==> src/rtl/fifo_rd_ctrl.sv <==
// fifo_rd_ctrl: drains one packet from the selected show-ahead FIFO into a
// registered valid/ready output stage.
//   glb_clk, glb_areset_n       : clock, async active-low reset
//   fifo_sel_res_final          : [7]=valid, [6:0]=FIFO index
//   fifo_empty/rd_data/rd_eop   : per-FIFO show-ahead head state
//   fifo_rd_en                  : one-hot pop strobe
//   out_data/out_valid/out_eop  : registered output word, out_ready accepts
//   pkt_busy/pkt_done/pkt_err   : packet status
module fifo_rd_ctrl #(
  parameter int PORT_NUM = 14,
  parameter int DATA_W   = 32,
  parameter int MAX_LEN  = 256
) (
  input  logic                       glb_clk,
  input  logic                       glb_areset_n,
  input  logic [7:0]                 fifo_sel_res_final,
  input  logic [PORT_NUM-1:0]        fifo_empty,
  input  logic [PORT_NUM*DATA_W-1:0] fifo_rd_data,
  input  logic [PORT_NUM-1:0]        fifo_rd_eop,
  output logic [PORT_NUM-1:0]        fifo_rd_en,
  output logic [DATA_W-1:0]          out_data,
  output logic                       out_valid,
  output logic                       out_eop,
  input  logic                       out_ready,
  output logic                       pkt_busy,
  output logic                       pkt_done,
  output logic                       pkt_err
);

  localparam int IDX_W = (PORT_NUM > 1) ? $clog2(PORT_NUM) : 1;
  localparam int CNT_W = $clog2(MAX_LEN) + 1;
  localparam logic [7:0] PORT_LIM = 8'(PORT_NUM);
  localparam logic [CNT_W-1:0] LAST_CNT = CNT_W'(MAX_LEN - 1);

  typedef enum logic [1:0] {
    IDLE = 2'd0,
    XFER = 2'd1,
    DONE = 2'd2
  } state_t;

  state_t            state;
  state_t            state_nxt;
  logic [IDX_W-1:0]  cur_idx;
  logic [CNT_W-1:0]  word_cnt;

  logic              sel_in_range;
  logic              sel_take;
  logic              sel_bad;
  logic              head_empty;
  logic              head_eop;
  logic [DATA_W-1:0] head_data;
  logic              pop;
  logic              last_word;
  logic              pkt_end;

  assign sel_in_range = {1'b0, fifo_sel_res_final[6:0]} < PORT_LIM;
  assign sel_take = (state == IDLE) && fifo_sel_res_final[7]
                    && sel_in_range;
  assign sel_bad  = (state == IDLE) && fifo_sel_res_final[7]
                    && !sel_in_range;

  always_comb begin
    head_empty = 1'b1;
    head_eop   = 1'b0;
    head_data  = '0;
    for (int i = 0; i < PORT_NUM; i++) begin
      if (cur_idx == IDX_W'(i)) begin
        head_empty = fifo_empty[i];
        head_eop   = fifo_rd_eop[i];
        head_data  = fifo_rd_data[i*DATA_W +: DATA_W];
      end
    end
  end

  // Pop only when the output register is free or draining this cycle.
  assign pop = (state == XFER) && !head_empty
               && (!out_valid || out_ready);
  assign last_word = (word_cnt == LAST_CNT);
  assign pkt_end = pop && (head_eop || last_word);

  always_comb begin
    fifo_rd_en = '0;
    for (int i = 0; i < PORT_NUM; i++) begin
      fifo_rd_en[i] = pop && (cur_idx == IDX_W'(i));
    end
  end

  always_comb begin
    state_nxt = state;
    unique case (state)
      IDLE:    if (sel_take) state_nxt = XFER;
      XFER:    if (pkt_end) state_nxt = DONE;
      DONE:    state_nxt = IDLE;
      default: state_nxt = IDLE;
    endcase
  end

  assign pkt_busy = (state != IDLE);

  always_ff @(posedge glb_clk or negedge glb_areset_n) begin
    if (!glb_areset_n) begin
      state     <= IDLE;
      cur_idx   <= '0;
      word_cnt  <= '0;
      out_data  <= '0;
      out_valid <= 1'b0;
      out_eop   <= 1'b0;
      pkt_done  <= 1'b0;
      pkt_err   <= 1'b0;
    end else begin
      state <= state_nxt;
      if (sel_take) cur_idx <= fifo_sel_res_final[IDX_W-1:0];
      if (pkt_end) word_cnt <= '0;
      else if (pop) word_cnt <= word_cnt + 1'b1;
      if (pop) begin
        out_data  <= head_data;
        out_eop   <= head_eop || last_word;
        out_valid <= 1'b1;
      end else if (out_ready) begin
        out_valid <= 1'b0;
      end
      pkt_done <= pkt_end;
      // Overrun truncates the packet: flagged as error and as done.
      pkt_err  <= sel_bad || (pop && last_word && !head_eop);
    end
  end

endmodule

==> config.mk <==
export PLATFORM = sky130hd
export DESIGN_NAME = fifo_rd_ctrl
export DESIGN_NICKNAME = d
export VERILOG_FILES = /design/src/rtl/fifo_rd_ctrl.sv
export SDC_FILE = /design/constraint.sdc
export NUM_CORES = 1
export LEC_CHECK = 0
export CORE_AREA = 2 2 210 212
export CTS_CLUSTER_SIZE = 24
export DETAILED_ROUTE_END_ITERATION = 6
export DIE_AREA = 0 0 212 214
export GPL_TIMING_DRIVEN = 1
export PLACE_DENSITY = 0.48
export SETUP_SLACK_MARGIN = 0.5
export SLEW_MARGIN = 20
export SYNTH_ARGS = -nofsm -noshare
export SYNTH_HDL_FRONTEND = slang
export SYNTH_SLANG_ARGS = --single-unit
export TNS_END_PERCENT = 100
==> constraint.sdc <==
create_clock -name glb_clk -period 4.94 [get_ports glb_clk]
set_input_delay 1.482 -clock glb_clk [delete_from_list [all_inputs] [get_ports glb_clk]]
set_output_delay 1.482 -clock glb_clk [all_outputs]
set_load 0.01 [all_outputs]
==> run summary <==
status: complete, no violations
worst flop-to-flop path startpoint: cur_idx[0]
P&R area growth vs syn: 92.9%
final setup fails: 0
Vias/cell: 4.92
ys flop type: dfrtp_1
final non-filler cell total: 1,982
drt first-iter violations: 702
CTS root buf: clkbuf_16
main area contributors after synthesis: dfrtp_1 19%, mux2_2 7.0%, mux2i_1 6.7%
Data arrival, critical path: 2.93 ns
Die Height: 214 µm
DP Cell Count: 1,964
Post-Syn Area: 0.00688 mm²
Worst-path clk slew: 0.07 ns
Tmin final: 4.41 ns
Worst R2R End: out_data[4]
DRC viols: 0
share of the synthesized area in the top cell type: 18.6%
Initial Util: 16.0%
Lkg Pwr: 0.00490 µW
Max Clock Freq: 227 MHz
Yosys reg bits: 51
syn_nets: 1,369
Synth area leader: dfrtp_1
vias in the first global route: 10,436
GR Util met1: 28.1%
cts hold-fix bufs: 0
htree depth: 2
Buffers on Ports: 537
setup ws final: 0.532 ns
async set or reset register ratio after synthesis: 100%
max_slew headroom: 35.4%
HPWL Detailed: 46,100 µm
worst setup path category: input port to primary output
Initial DRT Pass Iterations: 7
Clock Path Buffers: 2
WHS Path Cells: 1
WP data required: 3.46 ns
die area: 0.0454 mm²
DR vias: 9,744
met3 track demand over resource: 5.98%
Hold Path Sink: out_data[8]
TritonCTS clock tree: yes
fin. max-slew vios: 0
Netlist cell types: 71
# nets final: 1,882
Skew-Pair Late Insertion Delay: 0.31 ns
initial antenna violation count: 5
max_cap viols: 0
endpoints failing hold: 0
hold path start: out_data[8]
EDFF count, synth: 0
Crit Path Max Fanout: 7
first-pass GRT wire length: 78,900 µm
grt total ovfl: 0
CTS sink count: 51
Tcrit/Tclk final: 89.2%
Hold Crit Class: register to register
met2 Track Usage GR: 44.2%
post-route ant nets: 0
cts bufs inserted: 5
drt total wl: 57,900 µm
largest net degree at the start of global routing: 56
sequential element share of the synthesized area: 18.6%
most crowded layer after global routing: met2
RSZ-0062 raised after global routing: no
Peak VDD IR: 392 µV
Worst Setup End Kind: primary output
Slew @ Worst Pin: 0.967 ns
power density over the cells: 548 mW/mm²
Fillers: 4,685
Critical Path Source Type: input port
# IOs: 538
core area: 0.0429 mm²
Die W: 212 µm
clock skew: 0.00948 ns
FP Rows: 76
wire per inst: 29.2 µm
synth warn: 0
layout cell share with drive strength beyond 1: 13.5%
cell count after synthesis: 880
syn_area_per_cell: 7.82 µm²
pre-CTS WS: -0.212 ns
internal reg-to-reg setup slack: 1.10 ns
overall routing resource usage: 24.6%
FF-to-FF path depth: 8
routability congestion estimate: 0.842
state kept, by name, summed over array words and instances, names as in the netlist:
name	count
out_data	32
word_cnt	9
cur_idx	4
state	2
out_eop	1
out_valid	1
pkt_done	1
pkt_err	1
area by class of cell:
type / instances / area (µm²) / share of cell area [%]
Antenna cell: 3 / 7.51 / 0.0566
Clock inverter: 3 / 43.8 / 0.330
Tap cell: 585 / 732 / 5.52
Multi-Input combinational cell: 722 / 5220 / 39.3
Sequential cell: 51 / 1290 / 9.71
Inverter: 13 / 48.8 / 0.368
Timing Repair Buffer: 600 / 5800 / 43.7
Clock buffer: 5 / 125 / 0.943
synthesized netlist by cell type, drive strengths merged, types with 4 or more instances:
cell type,instances
a211o,5
a211oi,21
a21oi,64
a221o,6
a221oi,11
a22o,14
a22oi,28
a2bb2oi,7
a31oi,8
and3,7
buf,58
clkbuf,36
dfrtp,51
inv,12
mux2,44
mux2i,46
mux4,15
nand2,70
nand2b,14
nand3,17
nor2,64
nor2b,18
nor3,21
o2111ai,7
o211ai,11
o21a,15
o21ai,90
o221ai,11
o22ai,40
o2bb2ai,10
o311a,4
o31ai,6
o32ai,8
o41ai,4
placed cells by master, fill, tap and decap left out, types with 10 or more instances in the layout:
master,count
nand2b_1,12
nand2_1,69
o22ai_1,39
buf_2,15
a21oi_1,62
dfrtp_1,47
buf_4,60
o2bb2ai_1,10
nand3_1,14
o211ai_1,11
o21a_1,15
mux2i_1,46
nor2_1,60
a22o_1,13
nor2b_1,12
mux2_2,42
a221oi_1,11
a22oi_1,27
clkdlybuf4s50_1,508
a211oi_1,21
inv_1,10
dlygate4sd2_1,11
nor3_1,12
o21ai_0,83
mux4_2,15
o221ai_1,11
timing repair:
action	4_1_cts	5_1_grt
gates resized for setup	104	4
pin swaps	21	5
buffers inserted	5	1
setup endpoints to repair	14	8
cloned	1	0
per-layer routing:
layer	wire length, µm	vias up
met1	22400	4699
li1	-	4468
met5	16	-
met4	2080	2
met2	29000	492
met3	4410	83
critical path: stages:
cell,delay [ns]
dlygate4sd2_1,0.24
mux2_4,0.26
nand3_2,0.08
a31o_4,0.16
a22o_4,0.17
nand2_8,0.08
buf_12,0.16
nor3_2,0.09
buf_2,0.18
worst max-delay path by stage:
stage                              start        endpoint  slack, ns
final                     fifo_empty[11]   fifo_rd_en[9]       0.53
after global routing      fifo_empty[11]  fifo_rd_en[11]       0.50
after CTS                 fifo_empty[11]   fifo_rd_en[9]       0.50
after detailed placement  fifo_empty[10]   fifo_rd_en[2]      -0.21
after global placement     fifo_empty[3]   fifo_rd_en[0]      -0.21
after floorplan            fifo_empty[3]   fifo_rd_en[0]       0.78
power by group:
group | internal (µW) | switching, µW
clock network | 240 | 192
registers | 618 | 196
logic | 2370 | 3650
total | 3230 | 4040
stage by stage:
step	util, %	area (µm²)	hold slack, ns	total power, µW	setup TNS [ns]
after floorplan	-	6880	0.481	3890	0
final	30.9	13300	0.495	7270	0
after detailed placement	30.2	13000	0.483	6740	-2.20
after global placement	30.2	13000	0.471	6720	-1.94
after global routing	30.9	13300	0.519	7690	0
after CTS	30.9	13200	0.502	7340	0
logic make-up (layout without fill, tap and decap cells):
logic type,count (synthesis),count (layout),synth area share (%)
fa+ha+maj,2,2,0.364
other cells,0,3,0
compound gates,389,389,38.7
flops,51,51,18.6
buf+inv,107,621,7.93
mux,105,105,18.8
simple gates,226,226,15.6
Power figures use the tool's default switching activity.
